===== config.mk =====
export PLATFORM = sky130hd
export DESIGN_NAME = hazard_scoreboard
export DESIGN_NICKNAME = d
export VERILOG_FILES = /design/src/rtl/hazard_scoreboard_pkg.sv /design/src/rtl/hazard_reg_counter.sv /design/src/rtl/hazard_scoreboard.sv
export SDC_FILE = /design/constraint.sdc
export NUM_CORES = 1
export LEC_CHECK = 0
export ABC_AREA = 1
export CAP_MARGIN = 20
export CORE_ASPECT_RATIO = 1.2
export CORE_MARGIN = 1.5
export CORE_UTILIZATION = 54
export CTS_CLUSTER_DIAMETER = 40
export DETAILED_ROUTE_END_ITERATION = 6
export PLACE_DENSITY = 0.82
export SYNTH_ARGS = -nofsm -noshare
export SYNTH_HDL_FRONTEND = slang
export SYNTH_SLANG_ARGS = --single-unit

===== constraint.sdc =====
create_clock -name clk -period 2 [get_ports clk]
set_input_delay 0.3 -clock clk [delete_from_list [all_inputs] [get_ports clk]]
set_output_delay 0.3 -clock clk [all_outputs]
set_load 0.005 [all_outputs]

===== src/rtl/hazard_scoreboard_pkg.sv =====
// Shared constants, counter-action encoding and the countdown-width helper for the load-use scoreboard.
// Optional build macro for the whole slice: HAZARD_SCOREBOARD_PERF_EN (stall cycle counter).
package hazard_scoreboard_pkg;

   localparam int HS_REG_ADDR_W           = 5;
   localparam int HS_NUM_REGS             = 32;
   localparam int HS_ZERO_REG             = 31;
   localparam int HS_DEFAULT_LOAD_LATENCY = 1;

   // What a single register counter does on the next clock edge.
   typedef enum logic [1:0] {
      CNT_HOLD  = 2'd0,
      CNT_DEC   = 2'd1,
      CNT_LOAD  = 2'd2,
      CNT_CLEAR = 2'd3
   } cnt_action_e;

   // Bits needed to hold a countdown starting at the load latency.
   function automatic int hsCntWidth(input int lat);
      return (lat < 1) ? 1 : $clog2(lat + 1);
   endfunction

endpackage


===== src/rtl/hazard_reg_counter.sv =====
// Pending-load countdown for one architectural register; a new writer overrides any load in flight.
// Optional build macro for the slice: HAZARD_SCOREBOARD_PERF_EN (not used in this file).
module hazard_reg_counter
   import hazard_scoreboard_pkg::*;
#(
   parameter int LOAD_LATENCY = HS_DEFAULT_LOAD_LATENCY,
   parameter int CNT_W        = hsCntWidth(LOAD_LATENCY)
) (
   input  logic             clk,
   input  logic             reset,
   input  logic             i_set,
   input  logic             i_load,
   output logic [CNT_W-1:0] o_cnt,
   output logic             o_pending
);

   localparam logic [CNT_W-1:0] LOAD_VAL = CNT_W'(LOAD_LATENCY);

   cnt_action_e      w_action;
   logic [CNT_W-1:0] r_cnt;

   // An issuing writer takes priority over the running countdown, so a same-cycle set beats the decrement.
   always_comb begin
      w_action = CNT_HOLD;
      if (i_set) begin
         w_action = i_load ? CNT_LOAD : CNT_CLEAR;
      end else if (r_cnt != '0) begin
         w_action = CNT_DEC;
      end
   end

   always_ff @(posedge clk or posedge reset) begin
      if (reset) begin
         r_cnt <= '0;
      end else begin
         case (w_action)
            CNT_LOAD:  r_cnt <= LOAD_VAL;
            CNT_CLEAR: r_cnt <= '0;
            CNT_DEC:   r_cnt <= r_cnt - 1'b1;
            default:   r_cnt <= r_cnt;
         endcase
      end
   end

   assign o_cnt     = r_cnt;
   assign o_pending = (r_cnt != '0);

endmodule


===== src/rtl/hazard_scoreboard.sv =====
// Decode-stage load-use scoreboard: per-register load countdowns drive the PC/IF_ID hold and ID_EX bubble.
// Optional build macro: HAZARD_SCOREBOARD_PERF_EN adds a saturating 32-bit stall_count output.
module hazard_scoreboard
   import hazard_scoreboard_pkg::*;
#(
   parameter int REG_ADDR_W   = HS_REG_ADDR_W,
   parameter int NUM_REGS     = HS_NUM_REGS,
   parameter int LOAD_LATENCY = HS_DEFAULT_LOAD_LATENCY,
   parameter int ZERO_REG     = HS_ZERO_REG
) (
   input  logic                  clk,
   input  logic                  reset,
   input  logic                  id_valid,
   input  logic [REG_ADDR_W-1:0] id_rn,
   input  logic [REG_ADDR_W-1:0] id_rm,
   input  logic                  id_uses_rn,
   input  logic                  id_uses_rm,
   input  logic [REG_ADDR_W-1:0] id_rd,
   input  logic                  id_reg_write,
   input  logic                  id_mem_read,
   input  logic                  flush,
   output logic                  stall,
`ifdef HAZARD_SCOREBOARD_PERF_EN
   output logic [31:0]           stall_count,
`endif
   output logic [NUM_REGS-1:0]   pending_mask
);

   localparam int                    CNT_W    = hsCntWidth(LOAD_LATENCY);
   localparam logic [REG_ADDR_W-1:0] ZERO_IDX = REG_ADDR_W'(ZERO_REG);

   logic [CNT_W-1:0]    w_cnt [NUM_REGS];
   logic [NUM_REGS-1:0] w_set;
   logic [NUM_REGS-1:0] w_pending;
   logic                w_hitRn;
   logic                w_hitRm;
   logic                w_stall;
   logic                w_issue;

   // A source only hazards when it is really read, is not XZR, and its producer load is still counting down.
   assign w_hitRn = id_uses_rn && (id_rn != ZERO_IDX) && (w_cnt[id_rn] != '0);
   assign w_hitRm = id_uses_rm && (id_rm != ZERO_IDX) && (w_cnt[id_rm] != '0);
   assign w_stall = id_valid && !flush && (w_hitRn || w_hitRm);
   assign w_issue = id_valid && !w_stall && !flush;

   for (genvar gi = 0; gi < NUM_REGS; gi++) begin : g_reg
      localparam logic [REG_ADDR_W-1:0] IDX = REG_ADDR_W'(gi);

      if (gi == ZERO_REG) begin : g_zero
         assign w_set[gi] = 1'b0;
      end else begin : g_arch
         assign w_set[gi] = w_issue && id_reg_write && (id_rd == IDX);
      end

      hazard_reg_counter #(
         .LOAD_LATENCY (LOAD_LATENCY),
         .CNT_W        (CNT_W)
      ) u_cnt (
         .clk       (clk),
         .reset     (reset),
         .i_set     (w_set[gi]),
         .i_load    (id_mem_read),
         .o_cnt     (w_cnt[gi]),
         .o_pending (w_pending[gi])
      );
   end

   assign stall        = w_stall;
   assign pending_mask = w_pending;

`ifdef HAZARD_SCOREBOARD_PERF_EN
   logic [31:0] r_stallCount;

   // Counts bubble cycles for profiling; pins at all-ones rather than wrapping.
   always_ff @(posedge clk or posedge reset) begin
      if (reset) begin
         r_stallCount <= '0;
      end else if (w_stall && (r_stallCount != 32'hFFFF_FFFF)) begin
         r_stallCount <= r_stallCount + 32'd1;
      end
   end

   assign stall_count = r_stallCount;
`endif

endmodule


==> qor.txt, run 1 <==
Ranking of synthesized cells by area: dfrtp_1, nand2_1, buf_4
Max-cap viol count: 0
Syn_nets: 367
I/O pin total: 56
Worst setup slack after layout: 119 ps
CTS tree: yes
Synth area leader: dfrtp_1
Synth Area in Adders: 0%
Worst setup startpoint: id_rm[1]
First-pass GRT wire length: 9440 µm
Synth Area in Simple Gates: 43.5%
Leak: 1.36 nW
Setup_tns: 0 ps
PwrDens: 482 nW/µm²
Die ar.: 4730 µm²
Die Ht: 75.1 µm
Status: finished clean
Hpwl dp: 4610 µm
Mapped Cells: 344
Core area: 4200 µm²
Minimum clock period: 1880 ps
Starting density of the core: 55.7%
Largest family of logic cells by synthesized area: simple AND/OR/NAND/NOR gates
Setup crit end kind: output pin
Yosys reg bits: 32
Die Width: 63.0 µm
EDFF count, synth: 0
Hold Path Class: in2async
Layout Nets: 407
Synth-to-layout area growth: 27.6%
RR Endpoint: g_reg[12].u_cnt.o_cnt
Drt via density: 5.07
Sequential share of the synthesized area: 34.3%
Startpoint types: input port
Initial antenna violation count: 0
Post-CTS setup buffers: 0
Ys Warns: 0
Fmax: 532 MHz
Post-Syn Area: 2340 µm²
Period utilization: 94.0%
Pins over their slew limit: 0
Reg-to-reg setup timing slack: 370 ps
Largest net degree at the start of global routing: 33
Sink Count: 32
Vias: 2,229
Routed Antenna Nets: 0
Final hold viol count: 0
CTS H-tree lvls: 2
Clock insertion delay at the later pin of the skew report: 280 ps
DRT iter0 DRCs: 163
DR DRC count: 0
Mux cell area share after synthesis: 0%
Wirelength per Cell: 13.9 µm
Post-Route Utilization: 71.0%
Place WS: -606 ps
Final Power: 1.44 mW
Top cell type's share of synthesized area: 34.3%
RePlAce Congestion: 0.914
Hold WS: 398 ps
Max Fanout on Critical Path: 7
Drt pass-1 iters: 4
Inserted Diodes: 0
Number of flip-flops in the largest register: 32
Drt total wl: 6120 µm
CTS hold repair buffers: 0
Port bufs: 55
Vias in the first global route: 2,049
Synth Area in XOR/XNOR: 0%
Mean post-synth cell area: 6.79 µm²
Synth Area in Compound Gates: 1.87%
Req. time, crit path: 1700 ps
GRT Overall Usage: 26.4%
Worst Path Arrival: 1580 ps
Count leader, synth: nand2_1
Reg-to-reg startpoint: g_reg[21].u_cnt.o_cnt
Cts bufs inserted: 5
Root Driver: clkbuf_8
Asr flop ratio synth: 100%
Peak supply drop: 0.000519 V
Cells on worst reg2reg path: 13
Clk_skew: 3.23 ps
Reg clk slew, reported paths: 60 ps
Crit Path Category: in2out
Setup violations, final: 0
Most frequent cells after synthesis: nand2_1, nand3_1, buf_4
Gr ovfl total: 0
Fraction of layout cells with a size suffix above 1: 19.5%
Synth cell types: 21
Row count: 26
Top_reg_cell synth: dfrtp_1
CTS max path bufs: 2
## placed cells by master (no fill, tap or decap), types with 4 or more instances in the layout
master,n
inv_1,29
clkdlybuf4s50_1,48
nand2_1,123
nor2_1,19
dfrtp_1,32
buf_4,16
buf_12,4
nor2_2,33
nand3_1,45
clkbuf_8,7
## timing repair
action / in CTS / in global routing
endpoints found under the setup margin: 1 / 1
gates resized for setup: 17 / 11
pin swaps: 3 / 0
cloned: 1 / 1
endpoints found under the hold margin: 0 / 0
## worst max-delay path by stage
stage | cells after the start | slack (ps) | end
final | 10 | 120 | stall
after global routing | 10 | -8 | stall
after CTS | 11 | 10 | stall
after detailed placement | 12 | -610 | stall
after global placement | 12 | -590 | stall
after floorplan | 11 | 490 | stall
## per-layer routing
layer	global-route usage (%)	routed length [µm]	vias up
met5	0	0	-
met4	12.8	205	0
met2	51.7	3310	71
li1	-	-	1102
met1	28.1	2360	1039
met3	4.04	249	17
## where the power goes
group	switching, mW	internal (mW)	leakage, nW
Clock	0.213	0.306	0.0503
Sequential	0.00181	0.650	0.445
Combinational	0.148	0.119	0.866
## cell families after synthesis
| family | Yosys count |
|---|---|
| compound gates | 8 |
| buf+inv | 76 |
| flops | 32 |
| other cells | 1 |
| simple gates | 227 |
## critical path: stages
cell and delay [ps]:
clkdlybuf4s15_1 300, buf_4 230, nand3_1 110, nand3_1 90, nand2_1 80, nand2_1 50
nand3_1 90, nand3_2 90, a21oi_2 120, buf_2 120
## stage by stage
step	cells	area, µm²
6_report	440	2980
3_5_place_dp	431	2810
3_3_place_gp	431	2810
2_1_floorplan	344	2340
4_1_cts	439	2940
5_1_grt	440	2980
## cell type report
type	instances	area, µm²
fill	349	1210
multi-input combinational	236	1080
sequential	32	801
timing repair buffer	77	790
inverter	32	140
clock buffer	7	96.3
tap	56	70.1
Note: power is estimated with default switching activity, not from simulation.
==> inputs of run 2 (changes only) <==
--- a/config.mk
+++ b/config.mk
@@ -7,11 +7,14 @@
 export LEC_CHECK = 0
 export ABC_AREA = 1
 export CAP_MARGIN = 20
+export CELL_PAD_IN_SITES_DETAIL_PLACEMENT = 1
+export CELL_PAD_IN_SITES_GLOBAL_PLACEMENT = 2
 export CORE_ASPECT_RATIO = 1.2
 export CORE_MARGIN = 1.5
-export CORE_UTILIZATION = 54
+export CORE_UTILIZATION = 29
 export CTS_CLUSTER_DIAMETER = 40
 export DETAILED_ROUTE_END_ITERATION = 6
+export HOLD_SLACK_MARGIN = 0.1
 export PLACE_DENSITY = 0.82
 export SYNTH_ARGS = -nofsm -noshare
 export SYNTH_HDL_FRONTEND = slang
==> qor.txt, run 2 (synthesis gave the netlist of run 1 again) <==
CP dominant cell by count: nand2_1
Final Power: 1.58 mW
Synth-to-layout area growth: 33.4%
Failing checks: design-rule violations
Vias in the first global route: 2,291
CTS H-tree lvls: 2
Pins over their slew limit: 0
Max Fanout on Critical Path: 2
Starting density of the core: 30.1%
Peak supply drop: 0.000300 V
Post-route cell area: 3120 µm²
GRT Overall Usage: 16.9%
Inserted Diodes: 0
Setup crit end kind: output pin
Leak: 1.43 nW
CP Buf/Inv Count: 3
Minimum clock period: 1890 ps
Number of flip-flops in the largest register: 32
Die Width: 84.9 µm
Port bufs: 55
Seq pwr share: 41.1%
CTS tree: yes
FILL cells: 973
Crit Path Category: in2out
Sink Count: 32
Logic pwr share: 17.5%
Clock insertion delay at the later pin of the skew report: 280 ps
Commonest non-fill, non-tap cell in the layout: nand2_1
Drt pass-1 iters: 6
Routed Antenna Nets: 0
Row count: 35
CTS hold repair buffers: 0
Drt total wl: 6960 µm
Cts bufs inserted: 5
Die ar.: 8600 µm²
DRT iter0 DRCs: 73
Largest net degree at the start of global routing: 33
Clk_skew: 5.19 ps
Wirelength per Cell: 14.4 µm
CP max stage cell: clkdlybuf4s50_1
Period utilization: 94.5%
DP Area: 2900 µm²
Sw Ratio: 23.2%
Power share of the clock group: 41.4%
Vias: 2,201
Req. time, crit path: 1700 ps
Hpwl dp: 5820 µm
Gr ovfl total: 0
Root Driver: clkbuf_8
PwrDens: 508 nW/µm²
Reg clk slew, reported paths: 60 ps
Setup violations, final: 0
Initial antenna violation count: 0
Crit path cell chain: clkdlybuf4s50_1 -> nand2_1 -> inv_1 -> a31oi_1 -> nand2_1 -> nor2_2 -> nand2_2 -> a21oi_2 -> buf_2
CP max stage delay: 420 ps
Psw: 0.368 mW
Max-cap viol count: 0
Worst Path Arrival: 1590 ps
Startpoint types: input port
RSZ-0062 raised after global routing: no
Int Power: 1.22 mW
Layout Nets: 414
CP delay by family, top: buffers and inverters
Commonest non-fill, non-tap cells in the layout: nand2_1, nand3_1, clkdlybuf4s50_1
Place WS: -638 ps
First-pass GRT wire length: 11,200 µm
Fraction of layout cells with a size suffix above 1: 21.9%
Worst setup slack after layout: 111 ps
Post-Route Utilization: 40.2%
Status: finished, violations left
DR DRC count: 6
I/O pin total: 56
Drt via density: 4.55
CTS max path bufs: 2
Hold Path Class: in2async
Final hold viol count: 0
RePlAce Congestion: 0.848
Die Ht: 101 µm
Core area: 7750 µm²
Fmax: 529 MHz
-- run 2: tightest hold or removal path, cell delays in order --
cell	delay (ps)
clkdlybuf4s50_1	390
inv_1	50
buf_4	330
-- run 2: layer usage --
metal	part of all wire [%]	track usage (%)
met5	0	0
met4	3.8	9.46
met3	2.6	0.978
met2	54	33.2
met1	39	17.8
-- run 2: worst paths after layout --
kind                                        from                    end  slack, ps  depth (start not counted)
min in group clk                        id_rd[1]  g_reg[26].u_cnt.o_cnt        770                          5
min                                        reset  g_reg[21].u_cnt.o_cnt        390                          3
max                                     id_rn[4]                  stall        110                          9
max in group asynchronous                  reset   g_reg[0].u_cnt.o_cnt       1340                          3
max reg2reg                g_reg[20].u_cnt.o_cnt  g_reg[28].u_cnt.o_cnt        280                         14
min reg2reg                 g_reg[2].u_cnt.o_cnt  g_reg[14].u_cnt.o_cnt       1300                         11
-- run 2: timing repair --
action | 4_1_cts | 5_1_grt
endpoints found under the hold margin | 0 | 0
setup endpoints to repair | 1 | 1
setup buffers | 1 | 2
cloned | 2 | 0
pin swaps | 4 | 6
resized for setup | 28 | 7
-- run 2: cell type report --
| cell class | instances | area [µm²] | share of cell area [%] |
|---|---|---|---|
| Clock inverter | 1 | 30.0 | 0.963 |
| Inverter | 32 | 133 | 4.26 |
| Tap cell | 92 | 115 | 3.69 |
| Clock buffer | 7 | 96.3 | 3.09 |
| Multi-Input combinational cell | 236 | 1090 | 34.8 |
| Sequential cell | 32 | 801 | 25.7 |
| Timing Repair Buffer | 84 | 856 | 27.5 |
-- run 2: power groups by stage --
stage | clock network (mW) | logic (mW) | registers [mW]
finish | 0.655 | 0.277 | 0.652
global route | 0.695 | 0.305 | 0.651
CTS | 0.677 | 0.280 | 0.651
detailed placement | 0 | 0.258 | 0.663
global placement | 0 | 0.256 | 0.663
floorplan | 0 | 0.140 | 0.662
-- run 2: metrics by stage --
stage                     TNS [ps]  hold slack (ps)  cells
final                            0              390    484
after global placement       -6440              696    471
after detailed placement     -6650              708    471
after floorplan                  0              416    344
after CTS                        0              402    482
after global routing             0              455    484
